## config.mk

```make
export PLATFORM = sky130hd
export DESIGN_NAME = apb_cmd_master
export DESIGN_NICKNAME = d
export VERILOG_FILES = /design/src/rtl/apb_cmd_master.sv
export SDC_FILE = /design/constraint.sdc
export NUM_CORES = 1
export LEC_CHECK = 0
export ABC_AREA = 1
export CORE_AREA = 2 2 185 187
export DETAILED_ROUTE_END_ITERATION = 8
export DIE_AREA = 0 0 187 189
export PLACE_DENSITY = 0.79
export SYNTH_ARGS = -nofsm -noshare
export SYNTH_HDL_FRONTEND = slang
export SYNTH_SLANG_ARGS = --single-unit
export TNS_END_PERCENT = 30
```

## constraint.sdc

```tcl
create_clock -name clk -period 12.9 [get_ports clk]
set_input_delay 1.29 -clock clk [delete_from_list [all_inputs] [get_ports clk]]
set_output_delay 1.29 -clock clk [all_outputs]
set_load 0.01 [all_outputs]
```

## src/rtl/apb_cmd_master.sv

```systemverilog
// rtl/apb_cmd_master.sv - APB initiator fed by a command FIFO, one response pulse per command
module apb_cmd_master #(
  parameter int ADDR_W      = 32,
  parameter int DATA_W      = 32,
  parameter int CMD_DEPTH   = 4,
  parameter int TIMEOUT_CYC = 256
) (
  input  logic              clk,
  input  logic              rst_n,
  input  logic              cmd_valid,
  output logic              cmd_ready,
  input  logic              cmd_write,
  input  logic [ADDR_W-1:0] cmd_addr,
  input  logic [DATA_W-1:0] cmd_wdata,
  output logic              rsp_valid,
  output logic              rsp_write,
  output logic [DATA_W-1:0] rsp_rdata,
  output logic              rsp_err,
  output logic              busy,
  output logic              pwrite,
  output logic              psel,
  output logic [ADDR_W-1:0] paddr,
  output logic [DATA_W-1:0] pwdata,
  output logic              penable,
  input  logic [DATA_W-1:0] prdata,
  input  logic              pready
);

  localparam int PW     = $clog2(CMD_DEPTH);
  localparam int CNT_W  = (TIMEOUT_CYC > 0) ? $clog2(TIMEOUT_CYC + 1) : 1;
  localparam int TLIM_I = (TIMEOUT_CYC > 0) ? TIMEOUT_CYC - 1 : 0;
  localparam logic [CNT_W-1:0] TLIM = CNT_W'(TLIM_I);
  localparam logic [CNT_W-1:0] TMAX = CNT_W'(TIMEOUT_CYC);

  typedef enum logic [1:0] {IDLE, SETUP, ACCESS} state_t;

  state_t state, state_n;

  logic              mem_write [CMD_DEPTH];
  logic [ADDR_W-1:0] mem_addr  [CMD_DEPTH];
  logic [DATA_W-1:0] mem_wdata [CMD_DEPTH];

  logic [PW:0]      wr_ptr, rd_ptr;
  logic [CNT_W-1:0] tcnt;
  logic             empty, full, push, pop, done, abort, timeout_hit;

  // Wrap bit distinguishes full from empty when the index bits match.
  assign empty     = (wr_ptr == rd_ptr);
  assign full      = (wr_ptr[PW] != rd_ptr[PW]) && (wr_ptr[PW-1:0] == rd_ptr[PW-1:0]);
  assign cmd_ready = !full;
  assign push      = cmd_valid && cmd_ready;
  assign busy      = (state != IDLE) || !empty;

  assign timeout_hit = (TIMEOUT_CYC > 0) && (tcnt == TLIM);

  always_comb begin
    state_n = state;
    pop     = 1'b0;
    done    = 1'b0;
    abort   = 1'b0;
    case (state)
      IDLE: begin
        if (!empty) begin
          pop     = 1'b1;
          state_n = SETUP;
        end
      end
      SETUP: state_n = ACCESS;
      ACCESS: begin
        if (pready) begin
          done = 1'b1;
          if (!empty) begin
            pop     = 1'b1;
            state_n = SETUP;
          end else begin
            state_n = IDLE;
          end
        end else if (timeout_hit) begin
          abort   = 1'b1;
          state_n = IDLE;
        end
      end
      default: state_n = IDLE;
    endcase
  end

  always_ff @(posedge clk) begin
    if (push) begin
      mem_write[wr_ptr[PW-1:0]] <= cmd_write;
      mem_addr[wr_ptr[PW-1:0]]  <= cmd_addr;
      mem_wdata[wr_ptr[PW-1:0]] <= cmd_wdata;
    end
  end

  always_ff @(posedge clk or negedge rst_n) begin
    if (!rst_n) begin
      state   <= IDLE;
      wr_ptr  <= '0;
      rd_ptr  <= '0;
      tcnt    <= '0;
      psel    <= 1'b0;
      penable <= 1'b0;
      pwrite  <= 1'b0;
      paddr   <= '0;
      pwdata  <= '0;
    end else begin
      state <= state_n;
      if (push) wr_ptr <= wr_ptr + {{PW{1'b0}}, 1'b1};
      if (pop)  rd_ptr <= rd_ptr + {{PW{1'b0}}, 1'b1};

      case (state)
        SETUP: begin
          penable <= 1'b1;
          tcnt    <= '0;
        end
        ACCESS: begin
          if (!pready && tcnt != TMAX) tcnt <= tcnt + 1'b1;
          if (done || abort) begin
            psel    <= 1'b0;
            penable <= 1'b0;
          end
        end
        default: ;
      endcase

      // A pop overrides the completion drop so back-to-back transfers keep psel high.
      if (pop) begin
        psel    <= 1'b1;
        penable <= 1'b0;
        pwrite  <= mem_write[rd_ptr[PW-1:0]];
        paddr   <= mem_addr[rd_ptr[PW-1:0]];
        pwdata  <= mem_wdata[rd_ptr[PW-1:0]];
      end
    end
  end

  always_ff @(posedge clk or negedge rst_n) begin
    if (!rst_n) begin
      rsp_valid <= 1'b0;
      rsp_write <= 1'b0;
      rsp_rdata <= '0;
      rsp_err   <= 1'b0;
    end else begin
      rsp_valid <= done || abort;
      if (done) begin
        rsp_write <= pwrite;
        rsp_rdata <= pwrite ? '0 : prdata;
        rsp_err   <= 1'b0;
      end else if (abort) begin
        rsp_write <= pwrite;
        rsp_rdata <= '0;
        rsp_err   <= 1'b1;
      end
    end
  end

endmodule

```

== Word level (Yosys, flattened, before mapping) ==
Memories as Yosys holds them, arrays and structs flattened. A register that Yosys moved wholly into a read port is not among the register bits.
Cells that the tools add are included.

* Word-level logic and storage cells: 78
* Bits of input ports: 101
* Output and inout port bits: 104
* Register bits: 54
* Memories: 3
* Bits in writable memories: 260

* Multiplexer cells: 29
* Reductions and logical operators: 22
* Eq/ne operators: 11
* Add/subtract/negate cells: 3

{| class="wikitable"
|+ Memories
! name !! words !! bits a word !! read ports !! clocked after memory_dff !! wr ports !! RTL line !! text
|-
| mem_addr || 4 || 32 || 1 || 1 || 1 || 40 || <nowiki>logic [ADDR_W-1:0] mem_addr [CMD_DEPTH];</nowiki>
|-
| mem_wdata || 4 || 32 || 1 || 1 || 1 || 41 || <nowiki>logic [DATA_W-1:0] mem_wdata [CMD_DEPTH];</nowiki>
|-
| mem_write || 4 || 1 || 1 || 1 || 1 || 39 || <nowiki>logic mem_write [CMD_DEPTH];</nowiki>
|}

{| class="wikitable"
|+ Operator list
! kind !! number
|-
| $mux W32 || 3
|-
| $mux W1 || 18
|-
| $pmux W9 S2 || 1
|-
| $reduce_bool A2 Y1 || 5
|-
| $add A9 B1 Y9 const B || 1
|-
| $eq A9 B8 Y1 const B || 1
|-
| $mux W9 || 1
|-
| $ne A9 B9 Y1 const B || 1
|-
| $reduce_and A2 Y1 || 4
|-
| $add A3 B1 Y3 const B || 2
|-
| $logic_not A1 Y1 || 6
|-
| $mux W2 || 3
|-
| $ne A3 B3 Y1 const B || 2
|-
| $pmux W2 S3 || 1
|-
| $ne A2 B2 Y1 const B || 2
|-
| $pmux W1 S2 || 2
|-
| $eq A3 B3 Y1 || 1
|-
| $logic_and A1 B1 Y1 || 3
|-
| $reduce_bool A3 Y1 || 1
|-
| $eq A2 B1 Y1 const B || 1
|-
| $eq A2 B2 Y1 || 1
|-
| $eq A2 B2 Y1 const B || 1
|-
| $logic_not A2 Y1 || 1
|-
| $logic_or A1 B1 Y1 || 2
|-
| $ne A1 B1 Y1 || 1
|}

== Longest topological paths before layout ==
* Word-level depth: 8
* Depth in mapped cells: 13
* Mapped depth without buffers: 13

== Worst setup path after synthesis ==
OpenSTA, ideal clock, no wires.

* Kind: input to register
* Start point: in cmd_valid
* End point: mem mem_addr[0][0], enable pin
* Data arrival time: 4160 ps
* Path buffers: 0
* Slack: 8252 ps
* Library setup time: 489 ps
* Required time: 12411 ps
* Stages on the path: 2
* Path through: nand2_1 -> nor2_1

* Cells in the longest elaborated chain, start to end: 3

{| class="wikitable"
|+ Ends and longest elaborated chain
! element !! RTL line !! text
|-
| start: declaration || 10 || <nowiki>input logic cmd_valid,</nowiki>
|-
| $logic_and A1 B1 Y1 || 51 || <nowiki>assign push = cmd_valid && cmd_ready;</nowiki>
|-
| $mux W1 || 88 || <nowiki>if (push) begin</nowiki>
|-
| $mux W1 (not written as such) || 90 || <nowiki>mem_addr[wr_ptr[PW-1:0]] <= cmd_addr;</nowiki>
|-
| end: declaration || 40 ||
|}

No other way between the ends.

== Worst setup path after layout ==
* Start point: reg rd_ptr[1]
* End point: out busy

* Cells in the longest elaborated chain, start to end: 3

{| class="wikitable"
|+ Ends and longest elaborated chain
! element !! RTL line !! text
|-
| start: declaration || 43 || <nowiki>logic [PW:0] wr_ptr, rd_ptr;</nowiki>
|-
| start signal: assignment || 109 || <nowiki>if (pop) rd_ptr <= rd_ptr + {{PW{1'b0}}, 1'b1};</nowiki>
|-
| $eq A3 B3 Y1 || 48 || <nowiki>assign empty = (wr_ptr == rd_ptr);</nowiki>
|-
| $logic_not A1 Y1 || -- ||
|-
| $logic_or A1 B1 Y1 || 52 || <nowiki>assign busy = (state != IDLE) || !empty;</nowiki>
|-
| end: declaration || 19 || <nowiki>output logic busy,</nowiki>
|}

No other way between the ends.

==> impl_metrics.csv <==
group,metric,value,unit
sta,layout_setup_ws,8.22,ns
clock_tree,clkLatencyLatePin,0.54,ns
synthesis,synth_cells,1281,
clock_tree,h-tree-depth,2,
worst_setup_path,critPathMaxFanout,70,
worst_setup_path,start_kind,"flop",
sta,finalClockSkew,0.0178,ns
global_route,antenna_found_initial,5,
synthesis,synth_area,14800,sq um
worst_setup_path,cp_top_family,"simple AND/OR/NAND/NOR gates",
drt,num_vias,10000,
sta,setup_violations,0,
finish,drive_gt1_share,6.09,%
worst_setup_path,path_cells,"xnor2_1, nand3_4, nand3b_1, clkdlybuf4s50_1",
power_and_ir_drop,power_density,248,nW/um^2
synthesis,yosysMostFrequentCell,"edfxtp_1",
synthesis,synth_ff_type,"edfxtp_1",
outcome,status,"completed",
sta,post-route-min-period,4.68,ns
sta,finalSetupTns,0,ns
synthesis,synth_commonest_cells,"edfxtp_1, nand2_1, nor2_1, o21ai_0, dfrtp_1",
place,globalplace.congestion,0.847,
synthesis,postSynth.asyncResetShare,31.4,%
synthesis,synth_cell_type_count,25,
sta,fmax,214,MHz
sta,finalMaxSlewViolations,0,
worst_setup_path,cpPeakStageDelay,0.76,ns
drt,ant_nets,0,
drt,routed_wl,33000,microns
drt,drc,0,
sta,period_share,36.3,%
worst_setup_path,cp_slowest_cell,"nand3_4",
synthesis,synth_top_area_share,52.8,%
floorplanning,die_h,189,microns
place,hpwl,19700,microns
global_route,grt_pass1_wl,52600,microns
synthesis,synth.avg_cell_area,11.5,sq um
synthesis,yosysSeqAreaShare,72.9,%
synthesis,yosys.area.top_type,"edfxtp_1",
finish,synthToLayoutAreaGrowth,25.5,%
power_and_ir_drop,ir_drop,0.142,mV
finish,fin_util,55.8,%
place,preCtsSetupSlack,8.75,ns
global_route,grt_pass1_vias,10100,
clock_tree,ctsResizeCount,0,
clock_tree,ctsHoldBuffers,0,
place,io_buffer_count,204,
hold_path,min_path_type,"flop to flop",
synthesis,ys_seq_elements,379,
clock_tree,cts_tree,"yes",
finish,layout.nets,1572,
worst_setup_path,crit_type,"flop to primary output",
clock_tree,cts_root_buf,"clkbuf_16",
floorplanning,die_x,187,microns
sta,worst_slew_pin_slew,1.23,ns
run,maxCapViolations,0,
global_route,grt_max_degree,120,
drt,viasPerCell,5.16,
drt,drtIter0Drc,645,
synthesis,synth_fp_nets,1390,
clock_tree,clockBufferDepth,3,
synthesis,yosys_warnings,0,
worst_setup_path,cp.arrival,3.39,ns
floorplanning,die_area,35300,sq um
sta,hold_violations,0,
worst_setup_path,crit_buf_inv,1,
power_and_ir_drop,leakagePower,7.20,nW
clock_tree,path_clk_slew,0.06,ns
clock_tree,postCtsSetupRepairBufs,0,
floorplanning,rows,67,
power_and_ir_drop,total_power,4.61,mW
worst_setup_path,cp.required,11.61,ns
drt,routedWlPerCell,17.0,microns
synthesis,synth_edf_count,260,
clock_tree,numCtsBuffers,40,
global_route,overflow,0,
sta,rsz0062_at_grt,"false",
drt,drt-pass1-iter-count,7,
worst_setup_path,endpoint_kind,"primary output",
clock_tree,clock_sinks,379,
floorplanning,io_pins,205,
sta,relSlewSlack,18.0,%
floorplanning,core_area,33300,sq um
synthesis,ys_top_cells_by_area,"edfxtp_1, dfrtp_1, nand2_1, o21ai_0, nor2_1",
floorplanning,initial_core_util,44.4,%
global_route,grt_usage,18.7,%
==> worst reg2reg max path, delay by kind of cell, from the launching register on <==
family | cells | cell delay (ns)
buffers and inverters | 1 | 0.64
and+or+nand+nor | 3 | 1.45
xor gates and xnor gates | 1 | 0.24
DFF | 1 | 0.79
==> registers in the layout, indices dropped and copies added, names as in the netlist <==
signal,count
mem_write,4
rsp_rdata,32
wr_ptr,3
penable,1
pwrite,1
paddr,32
pwdata,32
rd_ptr,3
rsp_write,1
tcnt,9
mem_addr,128
rsp_err,1
rsp_valid,1
state,2
mem_wdata,128
psel,1
==> report_power, final <==
group          total (mW)  internal, mW  leakage, nW  switching, mW
logic                1.58         0.588         2.65          0.988
registers            1.85          1.67         3.88          0.174
clock network        1.19         0.718        0.678          0.468
==> area by class of cell <==
| cell class | instances | area, sq um |
|---|---|---|
| clock buffers | 45 | 1060 |
| fillers | 2637 | 14700 |
| multi-input cells | 800 | 3590 |
| flip-flops and latches | 379 | 10800 |
| diodes | 3 | 7.51 |
| repair buffers | 213 | 2110 |
| well taps | 448 | 561 |
| inverters | 29 | 111 |
| clock inverters | 29 | 325 |
==> per-layer routing <==
metal  GRT usage, %  wire, microns  vias to the layer above
li1               -              -                     4772
met3           5.38           2460                       68
met4           6.72            826                        4
met5              0             27                        -
met2           32.4          16300                      310
met1           22.2          13400                     4883
==> stage by stage <==
step                      std cells  hold slack, ns  instance area (sq um)
final                          1946           0.470                  18600
after global routing           1944           0.488                  18600
after CTS                      1943           0.472                  18600
after detailed placement       1869           0.458                  17200
after global placement         1869           0.452                  17200
after floorplan                1281           0.498                  14800
==> worst paths after layout <==
path                                      startpoint                         to  slack [ns]  depth (start not counted)
min in group asynchronous                      rst_n  rsp_rdata[11]$_DFFE_PN0P_        0.96                          1
max in group asynchronous                      rst_n      rd_ptr[1]$_DFFE_PN0P_       11.10                          1
min                        rsp_rdata[31]$_DFFE_PN0P_  rsp_rdata[31]$_DFFE_PN0P_        0.47                          2
min reg2reg                rsp_rdata[31]$_DFFE_PN0P_  rsp_rdata[31]$_DFFE_PN0P_        0.47                          2
max                            rd_ptr[1]$_DFFE_PN0P_                       busy        8.22                          4
max reg2reg                    rd_ptr[1]$_DFFE_PN0P_   mem_addr[1][4]$_DFFE_PP_        9.40                          5
==> cell families after synthesis <==
group / count (synthesis) / synth area share (%)
and+or+nand+nor: 580 / 15.8
DFF: 379 / 72.9
AOI/OAI and AO/OA: 206 / 7.01
buffers and inverters: 102 / 3.15
adders and majority gates: 8 / 0.677
xor gates and xnor gates: 6 / 0.406
==> cell usage in the layout, fill, tap and decap left out, types with 5 or more instances in the layout <==
| cell | n |
|---|---|
| ha_1 | 8 |
| nand2_1 | 248 |
| o21ai_1 | 27 |
| clkbuf_16 | 41 |
| edfxtp_1 | 260 |
| clkinv_1 | 5 |
| clkdlybuf4s50_1 | 203 |
| nand3_1 | 116 |
| nor2_1 | 206 |
| clkinv_2 | 8 |
| inv_1 | 27 |
| bufinv_16 | 6 |
| buf_4 | 9 |
| o21ai_0 | 176 |
| dfrtp_1 | 117 |
Power figures use the tool's default switching activity.
